File: config.mk
export PLATFORM = sky130hd
export DESIGN_NAME = mul_seq
export DESIGN_NICKNAME = d
export VERILOG_FILES = /design/src/rtl/mul_seq_pkg.sv /design/src/rtl/cla32.sv /design/src/rtl/mul_seq.sv
export SDC_FILE = /design/constraint.sdc
export NUM_CORES = 1
export LEC_CHECK = 0
export CAP_MARGIN = 20
export CORE_ASPECT_RATIO = 0.75
export CORE_UTILIZATION = 58
export DETAILED_ROUTE_END_ITERATION = 8
export MAX_ROUTING_LAYER = met4
export PLACE_DENSITY = 0.81
export REMOVE_ABC_BUFFERS = 1
export SETUP_SLACK_MARGIN = 0.05
export SYNTH_ARGS = -nofsm -noshare
export SYNTH_HDL_FRONTEND = slang
export SYNTH_SLANG_ARGS = --single-unit
File: constraint.sdc
create_clock -name clk -period 7.1 [get_ports clk]
set_input_delay 0.71 -clock clk [delete_from_list [all_inputs] [get_ports clk]]
set_output_delay 0.71 -clock clk [all_outputs]
set_load 0.03 [all_outputs]
File: src/rtl/mul_seq_pkg.sv
// Shared constants and state encoding for the sequential MULT/MULTU unit.
// The control unit's stall logic uses MUL_LATENCY as well, so keep it in
// step with the FSM below.
package mul_seq_pkg;

    // Number of shift-add iterations; one multiplier bit is consumed per cycle
    localparam int ITER = 32;

    // Cycles from the start cycle to the done cycle: PREP + ITER x MUL + FIX + DONE
    localparam int MUL_LATENCY = 35;

    // Multiplier sequencer states
    typedef enum logic [2:0] {
        S_IDLE = 3'd0,
        S_PREP = 3'd1,
        S_MUL  = 3'd2,
        S_FIX  = 3'd3,
        S_DONE = 3'd4
    } state_t;

endpackage

File: src/rtl/cla32.sv
// 32-bit carry-lookahead adder without a carry-out port.
// Eight 4-bit lookahead groups; the group carries chain between groups.
module cla32 (
    input  logic [31:0] a,
    input  logic [31:0] b,
    input  logic        ci,
    output logic [31:0] s
);

    logic [31:0] g;
    logic [31:0] p;
    logic [31:0] c;

    assign g    = a & b;
    assign p    = a ^ b;
    assign c[0] = ci;

    genvar k;
    generate
        for (k = 0; k < 8; k++) begin : g_grp
            localparam int B = 4 * k;

            assign c[B+1] = g[B] | (p[B] & c[B]);
            assign c[B+2] = g[B+1] | (p[B+1] & g[B]) | (p[B+1] & p[B] & c[B]);
            assign c[B+3] = g[B+2] | (p[B+2] & g[B+1]) | (p[B+2] & p[B+1] & g[B])
                          | (p[B+2] & p[B+1] & p[B] & c[B]);

            // The top group's carry-out would be bit 32, which this adder does not expose
            if (k < 7) begin : g_next
                logic grp_g;
                logic grp_p;

                assign grp_g = g[B+3] | (p[B+3] & g[B+2]) | (p[B+3] & p[B+2] & g[B+1])
                             | (p[B+3] & p[B+2] & p[B+1] & g[B]);
                assign grp_p = p[B+3] & p[B+2] & p[B+1] & p[B];
                assign c[B+4] = grp_g | (grp_p & c[B]);
            end
        end
    endgenerate

    assign s = p ^ c;

endmodule

File: src/rtl/mul_seq.sv
// Multi-cycle 32x32 -> 64 multiplier for MULT/MULTU.
// Signed operands are reduced to magnitudes in PREP, multiplied unsigned by
// ITER shift-add steps in MUL, and the sign is reapplied in FIX. Only the
// FIX edge writes hi/lo, so an aborted or reset operation never leaks a
// partial product.
module mul_seq #(
    parameter int WIDTH = 32,
    parameter int ITER  = mul_seq_pkg::ITER
) (
    input  logic             clk,
    input  logic             clrn,
    input  logic             start,
    input  logic             is_signed,
    input  logic [WIDTH-1:0] a,
    input  logic [WIDTH-1:0] b,
    input  logic             flush,
    output logic             busy,
    output logic             done,
    output logic [WIDTH-1:0] hi,
    output logic [WIDTH-1:0] lo
);

    import mul_seq_pkg::*;

    localparam int CNT_W = $clog2(ITER);

    state_t           state;
    logic [WIDTH-1:0] a_r;
    logic [WIDTH-1:0] b_r;
    logic             signed_r;
    logic             neg;
    logic [WIDTH-1:0] mcand;
    logic [WIDTH-1:0] acc_hi;
    logic [WIDTH-1:0] acc_lo;
    logic [CNT_W-1:0] cnt;

    logic [31:0]      add0_x;
    logic [31:0]      add0_y;
    logic             add0_ci;
    logic [31:0]      add0_s;
    logic [31:0]      add1_x;
    logic             add1_ci;
    logic [31:0]      add1_s;
    logic             co;
    logic             lo_zero;

    assign lo_zero = (acc_lo == '0);

    // The adder has no carry-out, so recover it from the operand and sum MSBs
    assign co = (add0_x[31] & add0_y[31]) | ((add0_x[31] | add0_y[31]) & ~add0_s[31]);

    // Route the two adders: magnitudes of a/b in PREP, accumulate in MUL,
    // 64-bit negation (low word on adder 0, high word on adder 1) in FIX
    always_comb begin
        add0_x  = '0;
        add0_y  = '0;
        add0_ci = 1'b0;
        add1_x  = '0;
        add1_ci = 1'b0;
        case (state)
            S_PREP: begin
                add0_x  = ~a_r;
                add0_ci = 1'b1;
                add1_x  = ~b_r;
                add1_ci = 1'b1;
            end
            S_MUL: begin
                add0_x = acc_hi;
                add0_y = acc_lo[0] ? mcand : '0;
            end
            S_FIX: begin
                add0_x  = ~acc_lo;
                add0_ci = 1'b1;
                add1_x  = ~acc_hi;
                add1_ci = lo_zero;
            end
            default: begin
            end
        endcase
    end

    cla32 u_add0 (
        .a  (add0_x),
        .b  (add0_y),
        .ci (add0_ci),
        .s  (add0_s)
    );

    cla32 u_add1 (
        .a  (add1_x),
        .b  ('0),
        .ci (add1_ci),
        .s  (add1_s)
    );

    // Sequencer, datapath registers and registered handshake outputs;
    // flush returns to IDLE without touching hi/lo and overrides start
    always_ff @(posedge clk or negedge clrn) begin
        if (!clrn) begin
            state    <= S_IDLE;
            a_r      <= '0;
            b_r      <= '0;
            signed_r <= 1'b0;
            neg      <= 1'b0;
            mcand    <= '0;
            acc_hi   <= '0;
            acc_lo   <= '0;
            cnt      <= '0;
            busy     <= 1'b0;
            done     <= 1'b0;
            hi       <= '0;
            lo       <= '0;
        end else if (flush) begin
            state <= S_IDLE;
            busy  <= 1'b0;
            done  <= 1'b0;
        end else begin
            case (state)
                S_IDLE: begin
                    if (start) begin
                        a_r      <= a;
                        b_r      <= b;
                        signed_r <= is_signed;
                        busy     <= 1'b1;
                        state    <= S_PREP;
                    end
                end
                S_PREP: begin
                    mcand  <= (signed_r & a_r[WIDTH-1]) ? add0_s : a_r;
                    acc_lo <= (signed_r & b_r[WIDTH-1]) ? add1_s : b_r;
                    acc_hi <= '0;
                    neg    <= signed_r & (a_r[WIDTH-1] ^ b_r[WIDTH-1]);
                    cnt    <= '0;
                    state  <= S_MUL;
                end
                S_MUL: begin
                    acc_hi <= {co, add0_s[WIDTH-1:1]};
                    acc_lo <= {add0_s[0], acc_lo[WIDTH-1:1]};
                    cnt    <= cnt + CNT_W'(1);
                    if (cnt == CNT_W'(ITER - 1)) begin
                        state <= S_FIX;
                    end
                end
                S_FIX: begin
                    hi    <= neg ? add1_s : acc_hi;
                    lo    <= neg ? add0_s : acc_lo;
                    busy  <= 1'b0;
                    done  <= 1'b1;
                    state <= S_DONE;
                end
                S_DONE: begin
                    done  <= 1'b0;
                    state <= S_IDLE;
                end
                default: begin
                    busy  <= 1'b0;
                    done  <= 1'b0;
                    state <= S_IDLE;
                end
            endcase
        end
    end

endmodule

==> results.sh <==
export IMPL_place_inst=1869
export IMPL_syn_area_per_cell_um2=9.00
export IMPL_viasPerCell=6.40
export IMPL_skew_ps=18.5
export IMPL_chipWidth_um=179
export IMPL_rsz0062_at_grt="false"
export IMPL_cts_hold_buf=0
export IMPL_timing_reg2reg_worst_path_depth=16
export IMPL_r2r_start="state[1]$_DFFE_PN0P_"
export IMPL_cp_arrival_ps=5720
export IMPL_drc=0
export IMPL_drv_slew=0
export IMPL_wl_per_cell_um=22.0
export IMPL_period_share_pct=75.0
export IMPL_h_tree_depth=1
export IMPL_post_cts_resized=0
export IMPL_hold_viol_final=0
export IMPL_coreArea_um2=23000
export IMPL_crit_start="state[1]$_DFFE_PN0P_"
export IMPL_cts_tree="yes"
export IMPL_r2r_setup_slack_ps=1770
export IMPL_cts_root_buffer="clkbuf_16"
export IMPL_synth_edf_count=0
export IMPL_clock_fmax_mhz=188
export IMPL_grt_pass1_wl_um=66100
export IMPL_core_rowCount=48
export IMPL_grt_use_total_pct=36.8
export IMPL_post_cts_setup_buffer_count=0
export IMPL_ys_seq_area_share_pct=43.4
export IMPL_clkLatencyLatePin_ps=540
export IMPL_final_setup_tns_ps=0
export IMPL_layout_area_overhead_vs_synth_pct=18.1
export IMPL_die_h_um=135
export IMPL_port_buffers=134
export IMPL_hold_class="in2async"
export IMPL_path_class="reg2reg"
export IMPL_synth_cell_types=64
export IMPL_nets=1718
export IMPL_syn_inst=1512
export IMPL_cts_path_max_buffers=3
export IMPL_fin_total_pwr_uw=5250
export IMPL_cts_num_sinks=236
export IMPL_clk_transition_reported_paths_ps=60
export IMPL_cp_cell_sequence="and3_1 > buf_4 > and2_1 > ha_1 > nand4_1 > or4_1 > a21oi_1 > o21bai_1 > a2111oi_0 > o21a_1 > a21oi_1 > nand2b_1 > a21oi_1 > fa_1 > o21ai_0 > o21ai_0"
export IMPL_vdd_ir_drop_max_mv=0.230
export IMPL_grt_pass1_vias=11900
export IMPL_final_cell_count_no_fill=1916
export IMPL_status="finished clean"
export IMPL_dieArea_um2=24100
export IMPL_setup_viol=0
export IMPL_grt_antenna_before_repair=0
export IMPL_crit_fanout=20
export IMPL_crit_end="mcand[31]$_DFFE_PN0P_"
export IMPL_final_util_pct=69.9
export IMPL_relSlewSlack_pct=20.3
export IMPL_drt_iter0_markers=1712
export IMPL_postSynth_asyncResetShare_pct=100
export IMPL_r2r_end="mcand[31]$_DFFE_PN0P_"
export IMPL_vias=12300
export IMPL_max_slew_worst_pin_slew_ps=1200
export IMPL_crit_top_cell="a21oi_1"
export IMPL_start_util_pct=59.2
export IMPL_ys_warn_count=0
export IMPL_power_leakage_uw=0.00717
export IMPL_drv_cap=0
export IMPL_max_stage_delay_ps=840
export IMPL_pin_count=135
export IMPL_worstSetupStartpointType="flip-flop"
export IMPL_gr_total_overflow=0
export IMPL_p_per_area_nw_per_um2=326
export IMPL_synth_seq_cells=236
export IMPL_min_period_ps=5330
export IMPL_grt_max_degree=120
export IMPL_required_ps=7490
export IMPL_endpoint_kind="flip-flop"
export IMPL_place_detailed_hpwl_um=27500
export IMPL_cts_buffers_inserted=24
export IMPL_drive_gt1_share_pct=9.47
export IMPL_synth_ff_type="dfrtp_1"
export IMPL_first_pass_iters=6
export IMPL_routabilityCongestion=0.965
export IMPL_drt_wl_total_um=42200
export IMPL_diodes=0
export IMPL_crit_path_top_delay_cell="a2111oi_0"
export IMPL_nFillCells=1775
export IMPL_netlist_area_um2=13600
export IMPL_ant_nets=0
## sequential cells by signal (all words and copies together), names as in the netlist
| register | cells |
|---|---|
| busy | 1 |
| b_r | 32 |
| done | 1 |
| mcand | 32 |
| signed_r | 1 |
| hi | 32 |
| cnt | 5 |
| acc_lo | 32 |
| lo | 32 |
| neg | 1 |
| a_r | 32 |
| acc_hi | 32 |
| state | 3 |
## critical path, delay by kind of cell (launching register included)
| kind | cells | cell delay (ps) |
|---|---|---|
| buf+inv | 1 | 360 |
| fa+ha+maj | 2 | 690 |
| flops | 1 | 690 |
| compound gates | 8 | 1980 |
| simple gates | 5 | 1450 |
## logic make-up after synthesis
kind of cell             after synthesis  share of synthesized area [%]
AND/OR/NAND/NOR                      478                           15.9
AO/OA/AOI/OAI                        410                           17.6
flip-flops                           236                           43.4
buffers and inverters                155                           4.43
multiplexers                         140                           10.9
adder cells (fa/ha/maj)               50                           5.09
XOR/XNOR                              43                           2.77
## power by group
part	internal (µW)	switching [µW]
sequential	1740	452
combinational	722	982
clock	798	549
## cells in the mapped netlist, types with 8 or more instances
cell type / count / area, µm²
xnor2_1: 21 / 184
nor2_1: 114 / 428
nand3_1: 19 / 95.1
inv_1: 52 / 195
a22oi_1: 10 / 75.1
a211oi_1: 12 / 90.1
xor2_1: 22 / 193
nand4_1: 10 / 62.6
and3_1: 9 / 56.3
nor4_1: 9 / 56.3
a21o_1: 14 / 105
a31oi_1: 20 / 125
nor2b_1: 8 / 50.1
and2_1: 31 / 194
a21oi_1: 122 / 611
nor3_1: 33 / 165
fa_1: 9 / 180
buf_1: 11 / 41.3
mux2i_1: 74 / 741
nand2b_1: 11 / 68.8
ha_1: 41 / 513
nand2_1: 210 / 788
mux2_2: 66 / 743
clkbuf_1: 85 / 319
a22o_1: 9 / 78.8
dfrtp_1: 236 / 5910
a222oi_1: 14 / 140
o21ai_0: 161 / 806
o22ai_1: 21 / 131
## final cells by class
cell class | instances | area [µm²] | area share [%]
clock buffer | 33 | 696 | 4.33
clock inverter | 10 | 140 | 0.871
inverter | 54 | 203 | 1.26
multi-input combinational | 1121 | 7140 | 44.4
sequential | 236 | 5910 | 36.8
tap | 300 | 375 | 2.33
timing repair buffer | 162 | 1620 | 10.1
## cell usage in the layout, fill, tap and decap left out, types with 3 or more instances in the layout
cell and n:
a211oi_1 12, a21o_1 14, a21oi_1 121, a222oi_1 14, a22o_1 9, a22oi_1 10, a31oi_1 20, and2_1 31
and3_1 9, buf_4 24, bufinv_16 3, clkbuf_1 4, clkbuf_16 25, clkbuf_8 4, clkdlybuf4s50_1 133, clkinv_2 3
dfrtp_1 234, fa_1 9, ha_1 41, inv_1 52, mux2_2 66, mux2i_1 74, nand2_1 210, nand2b_1 11
nand3_1 18, nand4_1 10, nor2_1 112, nor2_2 3, nor2b_1 8, nor3_1 32, nor3b_1 7, nor4_1 9
o2111ai_1 3, o211ai_1 4, o21ai_0 161, o22ai_1 21, xnor2_1 21, xor2_1 22
## layer usage
metal	part of all wire [%]	track usage, %	up-vias
li1	-	-	5506
met1	41	51.2	5803
met2	41	51.6	828
met3	13	10.1	125
met4	3.8	12.3	0
met5	0	-	-
## worst min-delay path by stage
| stage | endpoint | start | cells past startpoint |
|---|---|---|---|
| after CTS | a_r[4]$_DFFE_PN0P_ | clrn | 1 |
| after global placement | hi[3]$_DFFE_PN0P_ | hi[3]$_DFFE_PN0P_ | 2 |
| final | a_r[4]$_DFFE_PN0P_ | clrn | 1 |
| after detailed placement | hi[14]$_DFFE_PN0P_ | hi[14]$_DFFE_PN0P_ | 1 |
| after floorplan | a_r[0]$_DFFE_PN0P_ | clrn | 0 |
| after global routing | a_r[4]$_DFFE_PN0P_ | clrn | 1 |
## per-stage QoR
step / cell area, µm² / setup WS [ps] / hold slack (ps)
floorplan: 13200 / 767 / 414
global placement: 15200 / 2010 / 462
detailed placement: 15200 / 1900 / 469
CTS: 16000 / 1870 / 238
global route: 16100 / 1340 / 252
finish: 16100 / 1770 / 167
(Power assumes the default switching activity.)
